===== src/rtl/mips_pkg.sv =====
// Shared definitions for the multi-cycle MIPS controller: state encoding,
// opcode/funct constants, ALU control codes and datapath mux select values.
package mips_pkg;

  typedef enum logic [3:0] {
    FETCH   = 4'd0,
    DECODE  = 4'd1,
    MEMADR  = 4'd2,
    MEMRD   = 4'd3,
    MEMWB   = 4'd4,
    MEMWR   = 4'd5,
    RTYPEEX = 4'd6,
    RTYPEWB = 4'd7,
    BEQEX   = 4'd8,
    ADDIEX  = 4'd9,
    ADDIWB  = 4'd10,
    JEX     = 4'd11
  } state_t;

  typedef enum logic [1:0] {
    ALUOP_ADD   = 2'b00,
    ALUOP_SUB   = 2'b01,
    ALUOP_FUNCT = 2'b10
  } aluop_t;

  localparam logic [5:0] OP_RTYPE = 6'b000000;
  localparam logic [5:0] OP_LW    = 6'b100011;
  localparam logic [5:0] OP_SW    = 6'b101011;
  localparam logic [5:0] OP_BEQ   = 6'b000100;
  localparam logic [5:0] OP_ADDI  = 6'b001000;
  localparam logic [5:0] OP_J     = 6'b000010;

  localparam logic [5:0] FN_ADD = 6'b100000;
  localparam logic [5:0] FN_SUB = 6'b100010;
  localparam logic [5:0] FN_AND = 6'b100100;
  localparam logic [5:0] FN_OR  = 6'b100101;
  localparam logic [5:0] FN_SLT = 6'b101010;

  localparam logic [2:0] ALU_ADD = 3'b010;
  localparam logic [2:0] ALU_SUB = 3'b110;
  localparam logic [2:0] ALU_AND = 3'b000;
  localparam logic [2:0] ALU_OR  = 3'b001;
  localparam logic [2:0] ALU_SLT = 3'b111;

  localparam logic [1:0] SRCB_B      = 2'b00;
  localparam logic [1:0] SRCB_FOUR   = 2'b01;
  localparam logic [1:0] SRCB_IMM    = 2'b10;
  localparam logic [1:0] SRCB_IMM_SH = 2'b11;

  localparam logic [1:0] PCSRC_ALU    = 2'b00;
  localparam logic [1:0] PCSRC_ALUOUT = 2'b01;
  localparam logic [1:0] PCSRC_JUMP   = 2'b10;

  // States in which the memory handshake can stall the FSM.
  function automatic logic is_mem_state(state_t s);
    return (s == FETCH) || (s == MEMRD) || (s == MEMWR);
  endfunction

endpackage


===== src/rtl/mips_mc_controller_if.sv =====
// Controller <-> datapath/memory signal bundle. The controller is the master;
// the datapath side (or a testbench) uses the slave modport.
interface mips_mc_controller_if;
  logic [5:0] op;
  logic [5:0] funct;
  logic       zero;
  logic       mem_ready;
  logic       pc_en;
  logic       i_or_d;
  logic       mem_write;
  logic       ir_write;
  logic       reg_write;
  logic       reg_dst;
  logic       mem_to_reg;
  logic       alu_src_a;
  logic [1:0] alu_src_b;
  logic [1:0] pc_src;
  logic [2:0] alu_control;
  logic       illegal_op;
  logic       mem_timeout;
  logic [3:0] state_o;

  modport master (
    input  op, funct, zero, mem_ready,
    output pc_en, i_or_d, mem_write, ir_write, reg_write, reg_dst, mem_to_reg,
           alu_src_a, alu_src_b, pc_src, alu_control, illegal_op, mem_timeout,
           state_o
  );

  modport slave (
    output op, funct, zero, mem_ready,
    input  pc_en, i_or_d, mem_write, ir_write, reg_write, reg_dst, mem_to_reg,
           alu_src_a, alu_src_b, pc_src, alu_control, illegal_op, mem_timeout,
           state_o
  );
endinterface


===== src/rtl/mips_alu_decoder.sv =====
// ALU control decode: aluop selects add/sub directly or defers to funct.
// funct_valid flags whether funct names a supported R-type operation.
module mips_alu_decoder
  import mips_pkg::*;
(
  input  aluop_t     aluop,
  input  logic [5:0] funct,
  output logic [2:0] alu_control,
  output logic       funct_valid
);

  logic [2:0] funct_ctl;

  // Map funct to an ALU code, then pick by aluop.
  always_comb begin
    funct_ctl   = ALU_AND;
    funct_valid = 1'b1;
    alu_control = ALU_ADD;
    case (funct)
      FN_ADD:  funct_ctl = ALU_ADD;
      FN_SUB:  funct_ctl = ALU_SUB;
      FN_AND:  funct_ctl = ALU_AND;
      FN_OR:   funct_ctl = ALU_OR;
      FN_SLT:  funct_ctl = ALU_SLT;
      default: funct_valid = 1'b0;
    endcase
    case (aluop)
      ALUOP_ADD:   alu_control = ALU_ADD;
      ALUOP_SUB:   alu_control = ALU_SUB;
      ALUOP_FUNCT: alu_control = funct_ctl;
      default:     alu_control = ALU_ADD;
    endcase
  end

endmodule


===== src/rtl/mips_mc_controller.sv =====
// Multi-cycle MIPS control FSM: Moore decode of the state plus mem_ready/zero
// gated enables, wait-state counting and a sticky memory-timeout flag.
module mips_mc_controller
  import mips_pkg::*;
#(
  parameter int TIMEOUT_CYCLES = 16,
  parameter int CNT_W          = 5
) (
  input  logic                 clk,
  input  logic                 rst,
  mips_mc_controller_if.master bus
);

  localparam logic [CNT_W-1:0] CNT_MAX = {CNT_W{1'b1}};

  state_t           state_q, state_d;
  logic [CNT_W-1:0] wait_cnt_q, wait_cnt_d;
  logic             mem_timeout_q, mem_timeout_d;

  aluop_t     aluop;
  logic       funct_valid;
  logic       pc_write, branch, mem_write, ir_write, reg_write, illegal;
  logic       i_or_d, reg_dst, mem_to_reg, alu_src_a;
  logic [1:0] alu_src_b, pc_src;

  mips_alu_decoder u_alu_dec (
    .aluop       (aluop),
    .funct       (bus.funct),
    .alu_control (bus.alu_control),
    .funct_valid (funct_valid)
  );

  // State, wait counter and timeout registers.
  always_ff @(posedge clk or posedge rst) begin
    if (rst) begin
      state_q       <= FETCH;
      wait_cnt_q    <= {CNT_W{1'b0}};
      mem_timeout_q <= 1'b0;
    end else begin
      state_q       <= state_d;
      wait_cnt_q    <= wait_cnt_d;
      mem_timeout_q <= mem_timeout_d;
    end
  end

  // Next-state and per-state control decode.
  always_comb begin
    state_d    = state_q;
    pc_write   = 1'b0;
    branch     = 1'b0;
    mem_write  = 1'b0;
    ir_write   = 1'b0;
    reg_write  = 1'b0;
    illegal    = 1'b0;
    i_or_d     = 1'b0;
    reg_dst    = 1'b0;
    mem_to_reg = 1'b0;
    alu_src_a  = 1'b0;
    alu_src_b  = SRCB_B;
    pc_src     = PCSRC_ALU;
    aluop      = ALUOP_ADD;
    case (state_q)
      FETCH: begin
        alu_src_b = SRCB_FOUR;
        if (bus.mem_ready) begin
          ir_write = 1'b1;
          pc_write = 1'b1;
          state_d  = DECODE;
        end else begin
          state_d  = FETCH;
        end
      end
      DECODE: begin
        alu_src_b = SRCB_IMM_SH;
        case (bus.op)
          OP_LW, OP_SW: state_d = MEMADR;
          OP_BEQ:       state_d = BEQEX;
          OP_ADDI:      state_d = ADDIEX;
          OP_J:         state_d = JEX;
          OP_RTYPE: begin
            if (funct_valid) begin
              state_d = RTYPEEX;
            end else begin
              state_d = FETCH;
              illegal = 1'b1;
            end
          end
          default: begin
            state_d = FETCH;
            illegal = 1'b1;
          end
        endcase
      end
      MEMADR: begin
        alu_src_a = 1'b1;
        alu_src_b = SRCB_IMM;
        if (bus.op == OP_LW) begin
          state_d = MEMRD;
        end else begin
          state_d = MEMWR;
        end
      end
      MEMRD: begin
        i_or_d = 1'b1;
        if (bus.mem_ready) begin
          state_d = MEMWB;
        end else begin
          state_d = MEMRD;
        end
      end
      MEMWB: begin
        reg_write  = 1'b1;
        mem_to_reg = 1'b1;
        state_d    = FETCH;
      end
      MEMWR: begin
        i_or_d    = 1'b1;
        mem_write = 1'b1;
        if (bus.mem_ready) begin
          state_d = FETCH;
        end else begin
          state_d = MEMWR;
        end
      end
      RTYPEEX: begin
        alu_src_a = 1'b1;
        aluop     = ALUOP_FUNCT;
        state_d   = RTYPEWB;
      end
      RTYPEWB: begin
        reg_write = 1'b1;
        reg_dst   = 1'b1;
        state_d   = FETCH;
      end
      BEQEX: begin
        alu_src_a = 1'b1;
        aluop     = ALUOP_SUB;
        pc_src    = PCSRC_ALUOUT;
        branch    = 1'b1;
        state_d   = FETCH;
      end
      ADDIEX: begin
        alu_src_a = 1'b1;
        alu_src_b = SRCB_IMM;
        state_d   = ADDIWB;
      end
      ADDIWB: begin
        reg_write = 1'b1;
        state_d   = FETCH;
      end
      JEX: begin
        pc_src   = PCSRC_JUMP;
        pc_write = 1'b1;
        state_d  = FETCH;
      end
      default: state_d = FETCH;
    endcase
  end

  // Wait counting: any cycle not stalled in a memory state restarts the count,
  // which also clears it on every entry into FETCH/MEMRD/MEMWR.
  always_comb begin
    wait_cnt_d = {CNT_W{1'b0}};
    if (is_mem_state(state_q) && !bus.mem_ready) begin
      if (wait_cnt_q == CNT_MAX) begin
        wait_cnt_d = wait_cnt_q;
      end else begin
        wait_cnt_d = wait_cnt_q + CNT_W'(1);
      end
    end else begin
      wait_cnt_d = {CNT_W{1'b0}};
    end
    mem_timeout_d = mem_timeout_q | (wait_cnt_d >= CNT_W'(TIMEOUT_CYCLES));
  end

  // Strobes are suppressed for the whole reset window, not just after the edge.
  assign bus.pc_en       = (pc_write | (branch & bus.zero)) & ~rst;
  assign bus.mem_write   = mem_write & ~rst;
  assign bus.ir_write    = ir_write & ~rst;
  assign bus.reg_write   = reg_write & ~rst;
  assign bus.illegal_op  = illegal & ~rst;
  assign bus.i_or_d      = i_or_d;
  assign bus.reg_dst     = reg_dst;
  assign bus.mem_to_reg  = mem_to_reg;
  assign bus.alu_src_a   = alu_src_a;
  assign bus.alu_src_b   = alu_src_b;
  assign bus.pc_src      = pc_src;
  assign bus.mem_timeout = mem_timeout_q;
  assign bus.state_o     = state_q;

endmodule


===== src/flat_wrapper.sv =====
// flat-port wrapper written by rule: the top's interface ports become plain ports
module mips_mc_controller_flat import mips_pkg::*;
#(
  parameter int TIMEOUT_CYCLES = 16,
  parameter int CNT_W          = 5
)
  (clk, rst, bus_op, bus_funct, bus_zero, bus_mem_ready, bus_pc_en, bus_i_or_d, bus_mem_write, bus_ir_write, bus_reg_write, bus_reg_dst, bus_mem_to_reg, bus_alu_src_a, bus_alu_src_b, bus_pc_src, bus_alu_control, bus_illegal_op, bus_mem_timeout, bus_state_o);
  mips_mc_controller_if bus_i ();
  input  logic clk;
  input  logic rst;
  input wire logic [$bits(bus_i.op)-1:0] bus_op;
  input wire logic [$bits(bus_i.funct)-1:0] bus_funct;
  input wire logic [$bits(bus_i.zero)-1:0] bus_zero;
  input wire logic [$bits(bus_i.mem_ready)-1:0] bus_mem_ready;
  output wire logic [$bits(bus_i.pc_en)-1:0] bus_pc_en;
  output wire logic [$bits(bus_i.i_or_d)-1:0] bus_i_or_d;
  output wire logic [$bits(bus_i.mem_write)-1:0] bus_mem_write;
  output wire logic [$bits(bus_i.ir_write)-1:0] bus_ir_write;
  output wire logic [$bits(bus_i.reg_write)-1:0] bus_reg_write;
  output wire logic [$bits(bus_i.reg_dst)-1:0] bus_reg_dst;
  output wire logic [$bits(bus_i.mem_to_reg)-1:0] bus_mem_to_reg;
  output wire logic [$bits(bus_i.alu_src_a)-1:0] bus_alu_src_a;
  output wire logic [$bits(bus_i.alu_src_b)-1:0] bus_alu_src_b;
  output wire logic [$bits(bus_i.pc_src)-1:0] bus_pc_src;
  output wire logic [$bits(bus_i.alu_control)-1:0] bus_alu_control;
  output wire logic [$bits(bus_i.illegal_op)-1:0] bus_illegal_op;
  output wire logic [$bits(bus_i.mem_timeout)-1:0] bus_mem_timeout;
  output wire logic [$bits(bus_i.state_o)-1:0] bus_state_o;
  assign bus_i.op = bus_op;
  assign bus_i.funct = bus_funct;
  assign bus_i.zero = bus_zero;
  assign bus_i.mem_ready = bus_mem_ready;
  assign bus_pc_en = bus_i.pc_en;
  assign bus_i_or_d = bus_i.i_or_d;
  assign bus_mem_write = bus_i.mem_write;
  assign bus_ir_write = bus_i.ir_write;
  assign bus_reg_write = bus_i.reg_write;
  assign bus_reg_dst = bus_i.reg_dst;
  assign bus_mem_to_reg = bus_i.mem_to_reg;
  assign bus_alu_src_a = bus_i.alu_src_a;
  assign bus_alu_src_b = bus_i.alu_src_b;
  assign bus_pc_src = bus_i.pc_src;
  assign bus_alu_control = bus_i.alu_control;
  assign bus_illegal_op = bus_i.illegal_op;
  assign bus_mem_timeout = bus_i.mem_timeout;
  assign bus_state_o = bus_i.state_o;
  mips_mc_controller #(.TIMEOUT_CYCLES(TIMEOUT_CYCLES), .CNT_W(CNT_W)) u_core (.clk(clk), .rst(rst), .bus(bus_i));
endmodule

===== config.mk =====
export PLATFORM = sky130hd
export DESIGN_NAME = mips_mc_controller_flat
export DESIGN_NICKNAME = d
export VERILOG_FILES = /design/src/rtl/mips_pkg.sv /design/src/rtl/mips_mc_controller_if.sv /design/src/rtl/mips_alu_decoder.sv /design/src/rtl/mips_mc_controller.sv /design/src/flat_wrapper.sv
export SDC_FILE = /design/constraint.sdc
export NUM_CORES = 1
export LEC_CHECK = 0
export BUFFER_PORTS_ARGS = -buffer_cell sky130_fd_sc_hd__buf_2
export CAP_MARGIN = 20
export CORE_MARGIN = 3
export CORE_UTILIZATION = 42
export CTS_BUF_LIST = sky130_fd_sc_hd__clkbuf_4
export DETAILED_ROUTE_END_ITERATION = 10
export MAX_ROUTING_LAYER = met4
export PLACE_DENSITY = 0.69
export SLEW_MARGIN = 10
export SYNTH_ARGS = -nofsm -noshare
export SYNTH_HDL_FRONTEND = slang
export SYNTH_SLANG_ARGS = --single-unit

===== constraint.sdc =====
create_clock -name clk -period 2.2 [get_ports clk]
set_input_delay 0.22 -clock clk [delete_from_list [all_inputs] [get_ports clk]]
set_output_delay 0.22 -clock clk [all_outputs]
set_load 0.02 [all_outputs]

==> results of run 1 <==
[kinds of logic after synthesis]
group                    after synthesis  synth area share
AND/OR/NAND/NOR                       56            0.3417
flip-flops                            10            0.2649
multiplexers                           5           0.05431
adder cells (fa/ha/maj)                3           0.03974
XOR/XNOR                               7           0.06490
buffers and inverters                 10           0.06887
AO/OA/AOI/OAI                         25            0.1656
[Yosys cell counts (2+ instances only)]
cell | count | area, µm²
a21oi_1 | 8 | 40.04
mux2i_1 | 4 | 40.04
nor3_1 | 8 | 40.04
nand3b_1 | 3 | 22.52
buf_4 | 5 | 37.54
nor4_1 | 2 | 12.51
nor3b_1 | 2 | 15.01
o21ai_1 | 2 | 10.01
nor3_2 | 2 | 20.02
a31oi_1 | 5 | 31.28
nand2_1 | 4 | 15.01
nor2b_1 | 2 | 12.51
nand2b_1 | 6 | 37.54
nand3_1 | 3 | 15.01
xnor2_1 | 4 | 35.03
nor2_1 | 14 | 52.55
o21ai_0 | 3 | 15.01
o21bai_1 | 2 | 15.01
ha_1 | 3 | 37.54
xor2_1 | 3 | 26.28
inv_1 | 2 | 7.510
dfrtp_1 | 10 | 250.2
or2_1 | 2 | 12.51
[flip-flops by register name, indices dropped and copies added (netlist names)]
register                count
u_core.wait_cnt_q           5
u_core.bus.state_o          4
u_core.bus.mem_timeout      1
[routing by layer]
| metal | part of all wire | wire length, µm | track usage |
|---|---|---|---|
| met1 | 0.47 | 1085 | 0.2199 |
| met2 | 0.48 | 1108 | 0.2959 |
| met3 | 0.048 | 111 | 0.008451 |
| met5 | 0 | 0 | - |
| met4 | 0 | 0 | 0.05957 |
[cell type report]
class / count / area share
Multi-Input combinational cell: 96 / 0.5393
Sequential cell: 10 / 0.2016
Timing Repair Buffer: 43 / 0.2016
Tap cell: 27 / 0.02722
Clock buffer: 3 / 0.01815
Inverter: 3 / 0.009073
Clock inverter: 1 / 0.003024
[power by group]
group,switching [mW],internal [mW],total [mW]
combinational,0.147,0.105,0.251
sequential,0.0143,0.198,0.212
clock,0.0634,0.0655,0.129
total,0.224,0.368,0.592
[repair_timing]
item | in CTS | in global routing
gates resized for setup | 2 | 7
hold buffers | 1 | 0
endpoints found under the setup margin | 1 | 3
endpoints found under the hold margin | 10 | 0
[tightest hold or removal path, delay by kind of cell]
kind | cells | cell delay (ns)
AOI/OAI and AO/OA | 2 | 0.22
buffers and inverters | 1 | 0.15
[worst max path at each step]
stage                                    end             startpoint  slack (ns)  depth (start not counted)
after CTS                 bus_alu_control[1]  u_core.bus.state_o[2]       0.008                          6
after floorplan           bus_alu_control[1]  u_core.bus.state_o[2]        0.08                          5
after detailed placement  bus_alu_control[1]  u_core.bus.state_o[2]        0.24                          7
final                     bus_alu_control[1]  u_core.bus.state_o[2]        0.06                          5
after global placement    bus_alu_control[1]  u_core.bus.state_o[2]        0.28                          7
after global routing      bus_alu_control[1]  u_core.bus.state_o[2]      -0.009                          7
==> metrics.md, run 1 <==
| Metric | Value |
|---|---|
| Async set or reset register ratio after synthesis | `1.000` |
| Footprint of the multi-input gates | `roughly 670 µm²` |
| Setup TNS | `0 ns` |
| CTS Buffer Depth | `2` |
| CTS root buf | `clkbuf_4` |
| Synth warn | `0` |
| First-pass GRT wire length | `approximately 3700 µm` |
| Critical path class | `reg -> out` |
| Critical path startpoint category | `flip-flop` |
| Full die area | `2854 µm²` |
| Fmax | `466.3 MHz` |
| Iteration-0 DRC Markers | `3` |
| Worst Hold Launch | `bus_op[1]` |
| Hold WS | `0.3632 ns` |
| Grt ovf | `0` |
| Commonest non-fill, non-tap cell in the layout | `buf_2` |
| Overall die height | `around 53 µm` |
| Main flop type after synthesis | `dfrtp_1` |
| Post-DR wirelength/cell | `12.60 µm` |
| Power Density | `477.1 nW/µm²` |
| R2R cell count | `5` |
| Vias in the first global route | `859` |
| Worst Tran Pin Value | `0.3685 ns` |
| Design Power | `592.2 µW` |
| Core area | `2042 µm²` |
| CTS sink cnt | `10` |
| Final Max Tran Viols | `0` |
| Flops & latches, synth | `10` |
| Fin crit share | `0.9749` |
| Hold Crit Depth | `3` |
| CTS tree | `built` |
| Setup Skew | `0.007074 ns` |
| TritonCTS Buffers | `3` |
| Fin crit period | `2.145 ns` |
| FF+latch area | `250.2 µm²` |
| Die X | `53.43 µm` |
| Place WS | `around 0.24 ns` |
| Post-route ant nets | `0` |
| Synthesized area per cell | `around 8.1 µm²` |
| Cell Rows | `16` |
| DRC viols | `0` |
| Reg-to-reg slack, setup | `0.85 ns` |
| DRT Pass-1 Iters | `4` |
| Arrival time at the worst endpoint | `1.92 ns` |
| Library cells used by synthesis | `40` |
| Inst Count DP | `roughly 180` |
| Final HPWL DP | `1724 µm` |
| Total number of vias | `956` |
| Outcome | `completed` |
| CP Max Fanout | `4` |
| Post-place instance area | `1155 µm²` |
| Crit-path leading delay family | `simple AND/OR/NAND/NOR gates` |
| Syn nets | `between 100 and 150` |
| H-tree levels | `1` |
| Leakage | `slightly above 0.6 nW` |
| Crit path cell chain | `nand2b_4 > or3_4 > ha_4 > a311o_1 > buf_4` |
| Postcts setup bufs | `0` |
| Utilization after layout | `0.6078` |
| Final count of hold timing violations | `0` |
| Clock transition at the registers of the reported paths | `roughly 0.060 ns` |
| Worst Hold Class | `in -> reg` |
| Ant diodes | `0` |
| IO Pins | `37` |
| GP Congestion | `0.7688` |
| GRT Util Overall | `0.1745` |
| DR vias/cell | `5.224` |
| R2r startpoint | `u_core.bus.state_o[1]` |
| Crit-path max cell delay | `0.41 ns` |
| Clock Latency Late Sink | `around 0.27 ns` |
| Slowest CP cell | `dfrtp_1` |
| WL final | `2305 µm` |
| Largest net degree at the start of global routing | `21` |
| Critical path endpoint category | `output port` |
| Area Growth Syn to Fin | `31.39%` |
| Number of fill cells | `198` |
| Fraction of layout cells with a size suffix above 1 | `0.3718` |
| Cell Area, Synth | `944.7 µm²` |
| Worst r2r dst | `u_core.bus.state_o[1]` |
| Initial Utilization | `0.4626` |
| Final net count | `176` |
| EDFF count, synth | `0` |
| Maximum VDD drop | `316.6 µV` |
| Sequential share of the synthesized area | `0.2649` |
| Most frequent cells in the layout | `buf_2 (35), nor2_1 (14), dfrtp_1 (10), nor3_1 (8), a21oi_1 (8)` |
| Mapped Cells | `116` |
| Slew HR | `0.7524` |
| IO Port Bufs | `36` |
| Setup Viol. Count Final | `0` |
| Non-filler cells, final | `183` |
| Fin worst setup slack | `0.05526 ns` |
| Required @ worst endpoint | `1.98 ns` |
| Antenna violations before repair | `0` |
| Worst Path Buf+Inv | `1` |
| MaxCap Viol Count | `0` |
| Worst Hold Path EP | `u_core.bus.state_o[1]` |
| Design Area, Final | `1241 µm²` |
(Power assumes the default switching activity.)
==> run 2, diff against run 1 <==
--- a/config.mk
+++ b/config.mk
@@ -10,10 +10,11 @@
 export CORE_MARGIN = 3
 export CORE_UTILIZATION = 42
 export CTS_BUF_LIST = sky130_fd_sc_hd__clkbuf_4
+export CTS_CLUSTER_SIZE = 25
 export DETAILED_ROUTE_END_ITERATION = 10
 export MAX_ROUTING_LAYER = met4
 export PLACE_DENSITY = 0.69
-export SLEW_MARGIN = 10
 export SYNTH_ARGS = -nofsm -noshare
 export SYNTH_HDL_FRONTEND = slang
+export SYNTH_HIERARCHICAL = 1
 export SYNTH_SLANG_ARGS = --single-unit
==> run 2 against run 1 <==
Compared with the run above: the run now ends with setup timing left; fmax shrank 3.0%; clock power is 6% lower; area after synthesis fell by 3.4%; critical path type unchanged; critical endpoint is now bus_alu_control[2]; largest power group unchanged.
==> metrics.md, run 2 <==
| Metric | Value |
|---|---|
| Outcome | `finished, violations left` |
| Failing checks | `setup timing` |
| Final net count | `179 (+1.7%)` |
| DR vias/cell | `5.411 (+3.6%)` |
| H-tree levels | `1 (unchanged)` |
| First-pass GRT wire length | `4250 µm (+16%)` |
| Library cells used by synthesis | `38 (-5.0%)` |
| Worst Hold Class | `in -> async` |
| Cell Area, Synth | `912.1 µm² (-3.4%)` |
| CP Max Fanout | `3 (-1)` |
| Gate power share | `0.419 (-0.005)` |
| Fin worst setup slack | `-0.01053 ns (-0.06579 ns)` |
| Area Growth Syn to Fin | `42.25%` |
| Main flop type after synthesis | `dfrtp_1` |
| Critical path startpoint category | `flip-flop` |
| Total number of vias | `1,001 (+4.7%)` |
| Clock transition at the registers of the reported paths | `0.06 ns (about the same)` |
| Full die area | `2767 µm² (-3.1%)` |
| Clock Latency Late Sink | `0.26 ns (about the same)` |
| Most frequent cell after synthesis | `nor2_1` |
| Post-DR wirelength/cell | `13.90 µm (+10%)` |
| CTS tree | `built` |
| Final count of hold timing violations | `0 (unchanged)` |
| Top-area cell type share of the netlist area | `0.2743 (+0.009448)` |
| Non-filler cells, final | `185 (+1.1%)` |
| Fin crit share | `1.005 (+0.02991)` |
| DRT Pass-1 Iters | `5 (+1)` |
| Top cells by count, synth | `nor2_1 (12), dfrtp_1 (10), a21oi_1 (9), nor3_1 (9), inv_1 (8)` |
| Fmax | `452.4 MHz (-3.0%)` |
| CTS Hold Bufs | `0 (-1)` |
| Mapped Cells | `112 (-3.4%)` |
| GP Congestion | `0.8379 (+9.0%)` |
| Synthesized area per cell | `8.144 µm² (about the same)` |
| Top Usage Layer GRT | `met2` |
| Largest net degree at the start of global routing | `14 (-33%)` |
| Worst Path Buf+Inv | `2 (+1)` |
| Initial Utilization | `0.4556 (-0.006998)` |
| Core area | `2002 µm² (-2.0%)` |
| Sequential share of the synthesized area | `0.2743 (+0.009448)` |
| Flops & latches, synth | `10 (unchanged)` |
| M3 GR Usage | `0.05413 (+0.04568)` |
| DRC viols | `0 (unchanged)` |
| Async set or reset register ratio after synthesis | `1.000 (unchanged)` |
| Cell Rows | `16 (unchanged)` |
| Pint | `359.0 µW (-2.4%)` |
| Most frequent cells in the layout | `buf_2 (35), buf_4 (12), nor2_1 (12), dfrtp_1 (10), a21oi_1 (9)` |
| Setup Skew | `0.003976 ns (-0.003099 ns)` |
| Required @ worst endpoint | `1.98 ns (about the same)` |
| Die X | `52.60 µm (-1.5%)` |
| Sw Ratio | `0.3818 (+0.002927)` |
| Synth area leaders | `dfrtp_1 (27%), mux2i_1 (5.5%), a21oi_1 (4.9%)` |
| Leakage | `0.6039 nW (about the same)` |
| GRT Util Overall | `0.2068 (+0.03232)` |
| Synth warn | `6 (+6)` |
| Top reg by flops | `u_core/wait_cnt_q` |
| Maximum VDD drop | `292.3 µV (-7.7%)` |
| EDFF count, synth | `0 (unchanged)` |
| Crit-path max cell delay | `0.48 ns (+0.07 ns)` |
| Critical path class | `reg -> out` |
| Final HPWL DP | `1953 µm (+13%)` |
| Fraction of layout cells with a size suffix above 1 | `0.4177 (+0.04593)` |
| Iteration-0 DRC Markers | `8 (+5)` |
| Final Max Tran Viols | `0 (unchanged)` |
| Setup Viol. Count Final | `1 (+1)` |
| GR Layer Usage met1 | `0.2491 (+0.02920)` |
| Ant diodes | `0 (unchanged)` |
| Inst Count DP | `180 (+1.1%)` |
| Hold WS | `0.007351 ns (-0.3558 ns)` |
| GR Layer Usage met2 | `0.3512 (+0.05532)` |
| Slew HR | `0.6278 (-0.1246)` |
| CTS sink cnt | `10 (unchanged)` |
| IO Port Bufs | `36 (unchanged)` |
| Overall die height | `52.60 µm (-1.5%)` |
| Antenna violations before repair | `0 (unchanged)` |
| Crit path cell chain | `nand2b_4 > nor3_4 > inv_2 > ha_4 > or4b_4 > o22ai_2 > buf_6` |
| Critical path endpoint category | `output port` |
| NetSw | `221.8 µW (-1.2%)` |
| Unrepaired setup endpoints after global routing | `true` |
| WL final | `2571 µm (+12%)` |
| Number of flip-flops in the largest register | `5 (unchanged)` |
| Power Density | `447.6 nW/µm² (-6.2%)` |
| Commonest non-fill, non-tap cell in the layout | `buf_2` |
| Worst Tran Pin Value | `0.5511 ns (+0.1825 ns)` |
| Clock group share of total power | `0.208 (-0.010)` |
| MaxCap Viol Count | `0 (unchanged)` |
| Post-route ant nets | `0 (unchanged)` |
| CTS root buf | `clkbuf_4` |
| Arrival time at the worst endpoint | `1.99 ns (+0.07 ns)` |
| Fin crit period | `2.211 ns (+0.06579 ns)` |
| Syn nets | `131 (-3.0%)` |
| Grt ovf | `0 (unchanged)` |
| IO Pins | `37 (unchanged)` |
| Sequential share of power | `0.373 (+0.015)` |
| Vias in the first global route | `1,005 (+17%)` |
| Crit-path leading delay family | `simple AND/OR/NAND/NOR gates` |
| Slowest CP cell | `or4b_4` |
| CTS Buffer Depth | `2 (unchanged)` |
| Yosys top cell by area | `dfrtp_1` |
| TritonCTS Buffers | `3 (unchanged)` |
[run 2: changes by cell type after synthesis, sizes merged, moves of 3 or more]
| cell | delta |
|---|---|
| a31oi | -3 |
| inv | +5 |
| nand2b | -4 |
| nor4 | -3 |
| o21ai | -3 |
[run 2: cells by family after synthesis]
logic type,after synthesis,share of synthesized area
adder cells (fa/ha/maj),3,0.04116
multiplexers,6,0.06722
flip-flops,10,0.2743
AND/OR/NAND/NOR,49,0.3155
AO/OA/AOI/OAI,24,0.1756
buffers and inverters,14,0.06859
XOR/XNOR,6,0.05762
[run 2: worst reg2reg max path, stage by stage, from the launching register on]
cell,delay (ns)
dfrtp_1,0.47
buf_4,0.21
nor3_1,0.18
a21oi_1,0.06
or3_1,0.42
o21bai_2,0.18
[run 2: power groups by stage]
stage	Sequential (mW)	Combinational [mW]	Clock, mW
after global routing	0.218	0.266	0.131
after global placement	0.214	0.229	0
final	0.217	0.243	0.121
after detailed placement	0.215	0.233	0
after floorplan	0.222	0.139	0
after CTS	0.216	0.242	0.125
[run 2: cell type report]
cell class                 count  area, µm²
fill                         182      704.4
multi-input combinational     88      673.1
timing repair buffer          49      287.8
sequential                    10      250.2
tap                           27      33.78
inverter                       8      30.03
clock buffer                   3      22.52
[run 2: final timing paths]
path                                              from                      to  slack, ns  cells after the start
worst min register to register  u_core/bus.mem_timeout  u_core/bus.mem_timeout       0.48                      1
min in group clk                             bus_op[2]   u_core/bus.state_o[0]       0.31                      4
worst min-delay path                               rst    u_core/wait_cnt_q[3]      0.007                      2
worst max-delay path             u_core/bus.state_o[2]      bus_alu_control[2]      -0.01                      7
worst max register to register   u_core/bus.state_o[0]  u_core/bus.mem_timeout       0.60                      5
max in group asynchronous                          rst    u_core/wait_cnt_q[1]       1.89                      2
[run 2: routing by layer]
metal | vias up | share of wire
li1 | 508 | -
met1 | 461 | 0.43
met2 | 30 | 0.49
met3 | 2 | 0.070
met4 | 0 | 0.0039
met5 | - | 0
[run 2: what timing repair did]
action                                  in CTS  in global routing
endpoints found under the setup margin       1                  1
gates resized for setup                     12                  0
pin swaps                                    5                  3
setup buffers                                2                  0
[run 2: through the flow]
| stage | setup TNS, ns | cell area (µm²) | power [mW] | setup slack [ns] | util |
|---|---|---|---|---|---|
| 2_1_floorplan | -0.1393 | 932.1 | 0.3610 | -0.1393 | - |
| 3_3_place_gp | 0 | 1196 | 0.4423 | 0.09437 | 0.5975 |
| 3_5_place_dp | 0 | 1196 | 0.4478 | 0.01443 | 0.5975 |
| 4_1_cts | -0.09056 | 1297 | 0.5834 | -0.09056 | 0.6481 |
| 5_1_grt | -0.08882 | 1297 | 0.6152 | -0.08882 | 0.6481 |
| 6_report | -0.01053 | 1297 | 0.5808 | -0.01053 | 0.6481 |
==> run 3, diff against run 2 <==
--- a/config.mk
+++ b/config.mk
@@ -12,7 +12,6 @@
 export CTS_BUF_LIST = sky130_fd_sc_hd__clkbuf_4
 export CTS_CLUSTER_SIZE = 25
 export DETAILED_ROUTE_END_ITERATION = 10
-export MAX_ROUTING_LAYER = met4
 export PLACE_DENSITY = 0.69
 export SYNTH_ARGS = -nofsm -noshare
 export SYNTH_HDL_FRONTEND = slang
==> run 3 against run 2 <==
Compared with the run above: the run still ends with setup timing left; global-route usage shrank 0.52 points; routed wire length increased by 0.51%; sequential cell count unchanged; non-clock buffer count is the same; sequential power is essentially flat; total power about the same; die area unchanged; register-to-register slack hardly changed; clock-buffer cell count did not move; sequential share of layout area unchanged; fmax is essentially flat; largest cell class unchanged; highest routed layer unchanged.
==> metrics.md, run 3 (same netlist as run 2, synthesis figures left out) <==
| Metric | Value |
|---|---|
| Outcome | `finished, violations left` |
| Failing checks | `setup timing` |
| WL met3 | `184 µm (+2.2%)` |
| Hold WS | `0.007233 ns (-0.0001178 ns)` |
| IO Port Bufs | `36 (unchanged)` |
| Most frequent cells in the layout | `buf_2 (35), buf_4 (12), nor2_1 (12), dfrtp_1 (10), a21oi_1 (9)` |
| Worst Hold Class | `in -> async` |
| Clock Latency Late Sink | `0.26 ns (about the same)` |
| Final count of hold timing violations | `0 (unchanged)` |
| Die X | `52.60 µm (unchanged)` |
| Critical path endpoint category | `output port` |
| GRT Util Overall | `0.2017 (-0.005152)` |
| Met2 Wirelength | `1267 µm (+0.32%)` |
| Commonest non-fill, non-tap cell in the layout | `buf_2` |
| Cell Rows | `16 (unchanged)` |
| R2r startpoint | `u_core/bus.state_o[0]` |
| CTS Buffer Depth | `2 (unchanged)` |
| CTS root buf | `clkbuf_4` |
| Slew HR | `0.6278 (unchanged)` |
| Arrival time at the worst endpoint | `1.99 ns (about the same)` |
| CTS tree | `built` |
| Power Density | `447.6 nW/µm² (about the same)` |
| Leakage | `0.6039 nW (unchanged)` |
| DRC viols | `0 (unchanged)` |
| Worst Tran Pin Value | `0.5511 ns (-0.0000002980 ns)` |
| DRT Pass-1 Iters | `6 (+1)` |
| GP Congestion | `0.8254 (-1.5%)` |
| Core area | `2002 µm² (unchanged)` |
| Reg-to-reg slack, setup | `0.60 ns (about the same)` |
| WL final | `2584 µm (+0.51%)` |
| Design Power | `580.8 µW (about the same)` |
| WL met1 | `1122 µm (+0.45%)` |
| CTS sink cnt | `10 (unchanged)` |
| Post-DR wirelength/cell | `13.97 µm (+0.51%)` |
| Post-route ant nets | `0 (unchanged)` |
| TritonCTS Buffers | `3 (unchanged)` |
| Setup Viol. Count Final | `1 (unchanged)` |
| R2R cell count | `5 (unchanged)` |
| Antenna violations before repair | `0 (unchanged)` |
| Fin crit share | `1.005 (about the same)` |
| First-pass GRT wire length | `4243 µm (-0.16%)` |
| Fraction of layout cells with a size suffix above 1 | `0.4177 (unchanged)` |
| Top reg by flops | `u_core/wait_cnt_q` |
| Critical path class | `reg -> out` |
| DR vias/cell | `5.400 (-0.20%)` |
| IO Pins | `37 (unchanged)` |
| Final net count | `179 (unchanged)` |
| Total number of vias | `999 (-0.20%)` |
| Vias in the first global route | `1,008 (+0.30%)` |
| MaxCap Viol Count | `0 (unchanged)` |
| Iteration-0 DRC Markers | `8 (unchanged)` |
| Critical path startpoint category | `flip-flop` |
| Initial Utilization | `0.4556 (unchanged)` |
| Setup Skew | `0.004257 ns (+0.0002816 ns)` |
| Final Max Tran Viols | `0 (unchanged)` |
| Ant diodes | `0 (unchanged)` |
| Maximum VDD drop | `292.5 µV (about the same)` |
| Area Growth Syn to Fin | `42.25% (unchanged)` |
| Unrepaired setup endpoints after global routing | `true` |
| Required @ worst endpoint | `1.98 ns (about the same)` |
| Overall die height | `52.60 µm (unchanged)` |
| Number of flip-flops in the largest register | `5 (unchanged)` |
| Fin worst setup slack | `-0.01048 ns (+0.00004610 ns)` |
| Largest net degree at the start of global routing | `14 (unchanged)` |
| Grt ovf | `0 (unchanged)` |
| Clock transition at the registers of the reported paths | `0.06 ns (about the same)` |
| H-tree levels | `1 (unchanged)` |
| Worst r2r dst | `u_core/bus.mem_timeout` |
| CP Max Fanout | `3 (unchanged)` |
| Fin crit period | `2.210 ns (-0.00004610 ns)` |
| Max Used Layer | `met4` |
| Fmax | `452.4 MHz (about the same)` |
| Full die area | `2767 µm² (unchanged)` |
| Final HPWL DP | `1953 µm (unchanged)` |
## run 3: how the worst max path moves through the flow
stage                                from                 end  slack, ns  depth (start not counted)
finish              u_core/bus.state_o[2]  bus_alu_control[2]      -0.01                          7
global placement    u_core/bus.state_o[2]  bus_alu_control[2]       0.09                          7
floorplan           u_core/bus.state_o[1]  bus_alu_control[2]      -0.14                          6
detailed placement  u_core/bus.state_o[2]  bus_alu_control[2]       0.01                          7
CTS                 u_core/bus.state_o[3]  bus_alu_control[2]      -0.09                          6
global route        u_core/bus.state_o[2]  bus_alu_control[2]      -0.09                          7
## run 3: layout make-up
cell class / count / area [µm²]
clock buffers: 3 / 22.52
fillers: 182 / 704.4
inverters: 8 / 30.03
multi-input cells: 88 / 673.1
flip-flops and latches: 10 / 250.2
well taps: 27 / 33.78
repair buffers: 49 / 287.8
## run 3: power breakdown
| group | leakage (nW) | switching, mW | internal [mW] | total [mW] |
|---|---|---|---|---|
| clock network | 0.0138 | 0.0580 | 0.0630 | 0.121 |
| registers | 0.134 | 0.0187 | 0.198 | 0.216 |
| logic | 0.456 | 0.145 | 0.0984 | 0.243 |
## run 3: metrics by stage
stage          setup WS, ns  std cells  setup TNS, ns  instance area, µm²  utilization
3_3_place_gp        0.09437        180              0                1196       0.5975
3_5_place_dp        0.01443        180              0                1196       0.5975
5_1_grt            -0.08882        185       -0.08882                1297       0.6481
6_report           -0.01048        185       -0.01048                1297       0.6481
4_1_cts            -0.09056        185       -0.09056                1297       0.6481
2_1_floorplan       -0.1393        112        -0.1393               932.1            -
## run 3: per-layer routing
layer | GRT usage | vias up
met5 | 0 | -
met3 | 0.05413 | 2
met4 | 0.03404 | 0
met2 | 0.3512 | 32
li1 | - | 508
met1 | 0.2491 | 457
## run 3: repair_timing
item,CTS,global route
endpoints found under the hold margin,0,0
resized for setup,12,0
endpoints found under the setup margin,1,1
pin swaps,5,3
setup buffers,2,0
hold buffers,0,0
## run 3: critical path, cell delays in order (launching register included)
cell and delay [ns]:
dfrtp_1 0.41, nand2b_4 0.17, nor3_4 0.14, inv_2 0.06
ha_4 0.21, or4b_4 0.48, o22ai_2 0.12, buf_6 0.14
